`config.mk`:
```
export PLATFORM = sky130hd
export DESIGN_NAME = fft_bitrev_out
export DESIGN_NICKNAME = d
export VERILOG_FILES = /design/src/rtl/fft_bitrev_out.sv
export SDC_FILE = /design/constraint.sdc
export NUM_CORES = 1
export LEC_CHECK = 0
export CAP_MARGIN = 20
export CELL_PAD_IN_SITES_DETAIL_PLACEMENT = 1
export CELL_PAD_IN_SITES_GLOBAL_PLACEMENT = 2
export CORE_ASPECT_RATIO = 0.75
export CORE_MARGIN = 4
export CORE_UTILIZATION = 48
export CTS_CLUSTER_DIAMETER = 30
export DETAILED_ROUTE_END_ITERATION = 16
export GPL_TIMING_DRIVEN = 0
export PLACE_DENSITY_LB_ADDON = 0.1
export SLEW_MARGIN = 20
export SYNTH_ARGS = -nofsm -noshare
export SYNTH_HDL_FRONTEND = slang
export SYNTH_SLANG_ARGS = --single-unit
export TNS_END_PERCENT = 30
```
`constraint.sdc`:
```
create_clock -name clk -period 5.91 [get_ports clk]
set_clock_uncertainty 0.15 [all_clocks]
set_input_delay 0.8865 -clock clk [delete_from_list [all_inputs] [get_ports clk]]
set_output_delay 0.8865 -clock clk [all_outputs]
set_load 0.05 [all_outputs]
```
`src/rtl/fft_bitrev_out.sv`:
```
// Reorders a bit-reversed FFT output stream into natural bin order through a ping-pong RAM.
// Optional saturating drop counter on port ovf_cnt when FFT_BITREV_OVF_CNT_EN is defined.
module fft_bitrev_out #(
    parameter int DBW = 4,
    parameter int CBW = 3
) (
    input  logic             clk,
    input  logic             rst_n,
    input  logic [2*DBW-1:0] din,
    input  logic             din_valid,
    input  logic             din_sof,
    output logic [2*DBW-1:0] dout,
    output logic             dout_valid,
    input  logic             dout_ready,
    output logic             dout_last,
    output logic             ovf,
    output logic             sof_err
`ifdef FFT_BITREV_OVF_CNT_EN
    ,
    output logic [7:0]       ovf_cnt
`endif
);

    localparam int N  = 1 << CBW;
    localparam int SW = 2 * DBW;
    localparam logic [CBW-1:0] IDX_LAST = '1;

    typedef enum logic {W_IDLE, W_FILL} w_state_t;
    typedef enum logic [1:0] {R_IDLE, R_FETCH, R_RUN} r_state_t;

    function automatic logic [CBW-1:0] bitrev(input logic [CBW-1:0] i);
        logic [CBW-1:0] r;
        for (int k = 0; k < CBW; k++) r[k] = i[CBW-1-k];
        return r;
    endfunction

    logic [SW-1:0] mem [2*N];

    w_state_t       w_state, w_state_n;
    logic [CBW-1:0] widx, widx_n;
    logic           wbank, wbank_n;
    logic           wr_en, set_full, ovf_n, sof_err_n;
    logic [CBW-1:0] wr_addr;

    r_state_t       r_state, r_state_n;
    logic [CBW-1:0] ridx, ridx_n, iidx;
    logic           rbank, rbank_n, ibank;
    logic           rd_done, rd_done_n;
    logic           issue, clr_full;
    logic [1:0]     full, full_n;

    // Stage 1 is the registered RAM read; stage 2 is the output register.
    logic [SW-1:0]  s1_data;
    logic           s1_vld, s1_last;
    logic           hs, s2_load, s1_free;

    assign hs      = dout_valid && dout_ready;
    assign s2_load = s1_vld && (!dout_valid || dout_ready);
    assign s1_free = !s1_vld || s2_load;

    always_comb begin
        w_state_n = w_state;
        widx_n    = widx;
        wbank_n   = wbank;
        wr_en     = 1'b0;
        wr_addr   = '0;
        set_full  = 1'b0;
        ovf_n     = 1'b0;
        sof_err_n = 1'b0;
        case (w_state)
            W_IDLE: begin
                if (din_valid && din_sof) begin
                    if (full[wbank]) begin
                        ovf_n = 1'b1;
                    end else begin
                        wr_en     = 1'b1;
                        widx_n    = CBW'(1);
                        w_state_n = W_FILL;
                    end
                end
            end
            W_FILL: begin
                if (din_valid) begin
                    wr_en = 1'b1;
                    if (din_sof) begin
                        // Restart the frame in the same bank.
                        sof_err_n = 1'b1;
                        widx_n    = CBW'(1);
                    end else begin
                        wr_addr = bitrev(widx);
                        widx_n  = widx + 1'b1;
                        if (widx == IDX_LAST) begin
                            set_full  = 1'b1;
                            wbank_n   = ~wbank;
                            widx_n    = '0;
                            w_state_n = W_IDLE;
                        end
                    end
                end
            end
            default: w_state_n = W_IDLE;
        endcase
    end

    always_comb begin
        r_state_n = r_state;
        ridx_n    = ridx;
        rbank_n   = rbank;
        rd_done_n = rd_done;
        issue     = 1'b0;
        iidx      = ridx;
        ibank     = rbank;
        clr_full  = 1'b0;
        case (r_state)
            R_IDLE: begin
                if (full[rbank]) begin
                    issue     = 1'b1;
                    iidx      = '0;
                    ridx_n    = CBW'(1);
                    rd_done_n = 1'b0;
                    r_state_n = R_FETCH;
                end
            end
            R_FETCH, R_RUN: begin
                if (r_state == R_FETCH) r_state_n = R_RUN;
                if (s1_free && !rd_done) begin
                    issue  = 1'b1;
                    ridx_n = ridx + 1'b1;
                    if (ridx == IDX_LAST) rd_done_n = 1'b1;
                end
                if (hs && dout_last) begin
                    clr_full  = 1'b1;
                    rbank_n   = ~rbank;
                    ridx_n    = '0;
                    rd_done_n = 1'b0;
                    r_state_n = R_IDLE;
                    // Start the other bank on the same edge to keep the frame gap to one cycle.
                    if (full[~rbank]) begin
                        issue     = 1'b1;
                        ibank     = ~rbank;
                        iidx      = '0;
                        ridx_n    = CBW'(1);
                        r_state_n = R_FETCH;
                    end
                end
            end
            default: r_state_n = R_IDLE;
        endcase
    end

    always_comb begin
        full_n = full;
        if (set_full) full_n[wbank] = 1'b1;
        if (clr_full) full_n[rbank] = 1'b0;
    end

    always_ff @(posedge clk or negedge rst_n) begin
        if (!rst_n) begin
            w_state <= W_IDLE;
            widx    <= '0;
            wbank   <= 1'b0;
            r_state <= R_IDLE;
            ridx    <= '0;
            rbank   <= 1'b0;
            rd_done <= 1'b0;
            full    <= 2'b00;
            ovf     <= 1'b0;
            sof_err <= 1'b0;
        end else begin
            w_state <= w_state_n;
            widx    <= widx_n;
            wbank   <= wbank_n;
            r_state <= r_state_n;
            ridx    <= ridx_n;
            rbank   <= rbank_n;
            rd_done <= rd_done_n;
            full    <= full_n;
            ovf     <= ovf_n;
            sof_err <= sof_err_n;
        end
    end

    always_ff @(posedge clk) begin
        if (wr_en) mem[{wbank, wr_addr}] <= din;
        if (issue) s1_data <= mem[{ibank, iidx}];
    end

    always_ff @(posedge clk or negedge rst_n) begin
        if (!rst_n) begin
            s1_vld     <= 1'b0;
            s1_last    <= 1'b0;
            dout       <= '0;
            dout_valid <= 1'b0;
            dout_last  <= 1'b0;
        end else begin
            if (issue) begin
                s1_vld  <= 1'b1;
                s1_last <= (iidx == IDX_LAST);
            end else if (s2_load) begin
                s1_vld  <= 1'b0;
            end
            if (s2_load) begin
                dout       <= s1_data;
                dout_valid <= 1'b1;
                dout_last  <= s1_last;
            end else if (hs) begin
                dout_valid <= 1'b0;
                dout_last  <= 1'b0;
            end
        end
    end

`ifdef FFT_BITREV_OVF_CNT_EN
    always_ff @(posedge clk or negedge rst_n) begin
        if (!rst_n) begin
            ovf_cnt <= '0;
        end else if (ovf_n && (ovf_cnt != 8'hFF)) begin
            ovf_cnt <= ovf_cnt + 8'd1;
        end
    end
`endif

endmodule

```
After elaboration in Yosys (flattened, before gate mapping)
Memories as Yosys holds them, arrays and structs flattened. A register that Yosys moved wholly into a read port is not among the register bits.
Cells that the tools add are included.
Widths: inputs -> output; s select.

operators by class
  add/sub/neg operators = 2
  order comparisons = 5
  equality and inequality tests = 12
  muxes and demuxes = 75
  bitwise logic cells = 7
  reductions and logical operators = 23

operators with widths
  cell                 number
  $mux 1               46
  $mux 3               14
  $pmux 3 s2           3
  $mux 2               5
  $eq 3x3->1 const B   3
  $ne 3x3->1 const B   3
  $ne 2x2->1 const B   4
  $pmux 1 s2           4
  $reduce_and 4->1     2
  $logic_and 1x1->1    7
  $add 3x1->3 const B  2
  $lt 1x2->1 const B   3
  $reduce_and 3->1     2
  $reduce_bool 2->1    3
  $not 1->1            4
  $pmux 2 s2           1
  $reduce_and 2->1     2
  $logic_not 1->1      3
  $and 2x2->2          1
  $demux 1 s1          2
  $eq 2x1->1 const B   1
  $eq 2x2->1 const B   1
  $ge 1x1->1 const B   2
  $logic_not 2->1      1
  4 further kinds      5

word-level totals
  register bits = 28
  RAM bits = 128
  output and inout port bits = 12
  word-level logic and storage cells = 140
  memories kept = 1

memories
  memory  depth  bits a word  read ports  clocked after Yosys merged registers in  wr ports  line  RTL
  mem     16     8            1           1                                        1         37    logic [SW-1:0] mem [2*N];

Longest topological paths before layout
  depth in word-level cells = 10
  mapped depth = 8
  depth with buffers taken out = 7

Least setup slack after synthesis
Ideal clock, no wire load.

  path kind = input -> register
  start = in dout_ready
  end = reg s1_data[4], read port of mem (data pin)
  data arrival time = 2.250 ns
  data required time = 5.476 ns
  path slack = 3.226 ns
  cell stages on the path = 6
  buffers on the path = 1
  path through = nand3_1 a221o_1 buf_6 or3_1 a2111oi_2 a221oi_1

on the way
  cells in the longest elaborated chain, start to end = 8

RTL lines
  element            line  RTL
  start, declared    14    input logic dout_ready,
  $logic_or 1x1->1   58    assign s2_load = s1_vld && (!dout_valid || dout_ready);
  $logic_and 1x1->1  58
  $logic_or 1x1->1   59    assign s1_free = !s1_vld || s2_load;
  $logic_and 1x1->1  126   if (s1_free && !rd_done) begin
  $mux 1             126
  $mux 1             138   if (full[~rbank]) begin
  $mux 1             131   if (hs && dout_last) begin
  $pmux 1 s2         114   case (r_state)
  end, declared      53    logic [SW-1:0] s1_data;

Several ways; a longest one is shown, not always the timed one.
A chain may end at the register's enable or synchronous reset.

Worst setup path after layout
  start = in dout_ready
  end = reg s1_data[1], read port of mem (data pin)

Same word-level chain as after synthesis.

==> impl_results.md <==
- Peak VDD IR: around 0.32 mV
- Max-Cap Viols: 0
- Pre-CTS setup slack: roughly 1.8 ns
- Fin worst setup slack: 2.18 ns
- Top post-synthesis cells by area: edfxtp_1 57%, dfrtp_1 9.8%, mux4_2 5.0%, mux2_2 3.9%, mux2i_1 2.5%
- CTS clk-pin slew, worst paths: 0.07 ns
- Post-route ant nets: 0
- R2r setup slk: 2.53 ns
- Initial antenna violation count: 0
- Detailed Route Iter0 Violations: 450
- Primary FF master, synth: edfxtp_1
- Worst-case clock buffer depth: 2
- Sum Neg Setup Slack: 0 ns
- YS warnings: 0
- RSZ-0062 raised after global routing: no
- Final wirelength: 18,900 um
- Final hold violations: 0
- Syn Inst Count: 482
- Worst Hold Depth: 1
- Drt wl/cell: 25.4 um
- Overall power: 4360 uW
- Share of post-route cells with drive strength above 1: 18.1%
- R2r endpoint: s1_data[1]
- Async SR Flop Fraction: 17.1%
- Gp weighted congestion: ~0.80
- Max transition margin: 18.9%
- Critical path peak fanout: 10
- CTS Buf Count: 17
- Vias per cell: ~6
- # IOs: 25
- Max-slew violation count: 0
- Clock sinks: between 150 and 200
- Critical Path Sink Type: flop
- Min Hold Slack: 0.335 ns
- Total GRT Usage: 23.8%
- PD cells: 528 nW/um^2
- Antenna diode count: 0
- Worst r2r path cells: 7
- Avg Inst Size Synth: ~15 um^2
- Synth top cells by count: 136 x edfxtp_1, 31 x a21oi_1, 28 x dfrtp_1
- Number of H-tree levels: 4
- Period utilization: 63.1%
- Net Count, Synth: 502
- Status: complete, no violations
- Drt drc: 0
- Final setup viols: 0
- WS Path Type: in -> reg
- CP arrival: roughly 3.7 ns
- Dpl hpwl: 13,100 um
- Yosys top cell by area: edfxtp_1
- Synth-to-Final Area Change: 15.5%
- Initial Util: between 40% and 50%
- Critical Path Source Type: input pin
- Post-cts hold buffer count: 0
- CTS tree: built
- First-pass DRT Iterations: 5
- First-pass GRT wire length: between 20,000 and 30,000 um
- Site Rows: 38
- #FFs+latches synth: 164
- Final nets: 549
- Synth unique cells: 48
- Minimum clock period: 3.73 ns
- Die height: 114 um
- Peak clock frequency supported by timing: between 0.2 and 0.3 GHz
- Mapped cell area: 7150 um^2
- Die width: 149 um
- Area share of the largest cell type after synthesis: between 50 and 60%
- Layout fillers: 1,409
- CP max stage cell: a2111oi_0
- Pleak: approximately 0.0028 uW
- Top-count cell post-synth: edfxtp_1
- Die ar.: 16,900 um^2
- GR Overflow Total: 0
- Routed vias: 4,492
- Register area share after synthesis: 66.9%
- Hold path start: s1_data[5]
- Total core area: 14,500 um^2
- Vias in the first global route: 4,876
- PortBufs: 24
- Slew @ Worst Pin: between 1 and 1.5 ns
- Pin count of the biggest net entering global routing: 29
- CP Cell Sequence: clkdlybuf4s50_1 > nand3_1 > a221o_1 > clkbuf_1 > o21ai_0 > a2111oi_0 > a221oi_1
- Required time of the worst setup path: between 5 and 6 ns
- Post-cts resize count: 0
- Max incr delay on CP: 1.06 ns
- Worst reg2reg startpoint: rbank
- WHS Endpoint: dout[5]
- Post-synth EDFFs: 136
- CTS root buf: clkbuf_16
- Postcts setup bufs: 0
- HP Class: reg -> reg
- Clock latency on the worst-skew pair: approximately 0.42 ns
[critical path, delay by kind of cell]
family	cells	cell delay (ns)
AO/OA/AOI/OAI	4	1.67
buffers and inverters	2	0.88
AND/OR/NAND/NOR	1	0.25
[layer usage]
metal / routed length [um] / track usage (%)
met1: 8340 / 34.5
met2: 9070 / 37.2
met3: 1190 / 4.81
met4: 271 / 6.46
met5: 0 / 0
[sequential cells by signal, indices dropped and copies added (netlist names), 2 cells and up]
register and cells:
r_state 2, s1_data 8, mem 128, ridx 3, dout 8, full 2
widx 3
[kinds of logic after synthesis]
group | count (synthesis) | synth area share (%)
multiplexers | 60 | 11.8
buffers and inverters | 32 | 2.10
AND/OR/NAND/NOR | 110 | 7.89
adder cells (fa/ha/maj) | 7 | 1.23
AO/OA/AOI/OAI | 107 | 9.78
flip-flops | 164 | 66.9
XOR/XNOR | 2 | 0.245
[per-stage QoR]
step	instances	area [um^2]	util (%)
3_5_place_dp	710	7690	52.9
4_1_cts	742	8260	56.8
5_1_grt	742	8260	56.8
2_1_floorplan	482	7150	-
6_report	742	8260	56.8
3_3_place_gp	706	7640	52.5
[power breakdown]
part	leakage [uW]	internal (uW)	switching [uW]
Combinational	0.000942	635	1130
Clock	0.000276	599	454
Sequential	0.00158	1440	101
[cell usage in the layout, fill, tap and decap left out, types with 8 or more instances in the layout]
master / Yosys / final
mux4_2: 16 / 16
edfxtp_1: 136 / 136
nand2b_1: 11 / 11
nor2b_1: 11 / 11
clkbuf_1: 13 / 15
mux2i_1: 18 / 18
a31oi_1: 10 / 10
clkdlybuf4s50_1: 0 / 23
dfrtp_1: 28 / 28
or3_1: 8 / 8
nand2_1: 27 / 27
nand4_1: 8 / 8
clkbuf_16: 0 / 18
and3_1: 9 / 9
a221oi_1: 8 / 8
o21ai_0: 26 / 26
a21oi_1: 31 / 31
buf_2: 9 / 10
nor2_1: 20 / 20
mux2_2: 25 / 25
[worst max-delay path by stage]
stage | slack (ns) | from | to | cells after the start
after global placement | 1.88 | dout_ready | s1_data[1] | 7
after global routing | 2.04 | dout_ready | s1_data[1] | 7
final | 2.18 | dout_ready | s1_data[1] | 7
after detailed placement | 1.81 | dout_ready | s1_data[1] | 7
after floorplan | 3.23 | dout_ready | s1_data[4] | 6
after CTS | 2.24 | dout_ready | s1_data[1] | 7
[cell type report]
class / instances / area (um^2) / area share, %
Timing Repair Buffer: 28 / 265 / 3.21
Inverter: 4 / 15.0 / 0.182
Clock inverter: 9 / 67.6 / 0.818
Multi-Input combinational cell: 286 / 2240 / 27.1
Tap cell: 200 / 250 / 3.03
Clock buffer: 23 / 499 / 6.04
Sequential cell: 164 / 4780 / 57.9
Buffer: 28 / 135 / 1.64
(Power assumes the default switching activity.)
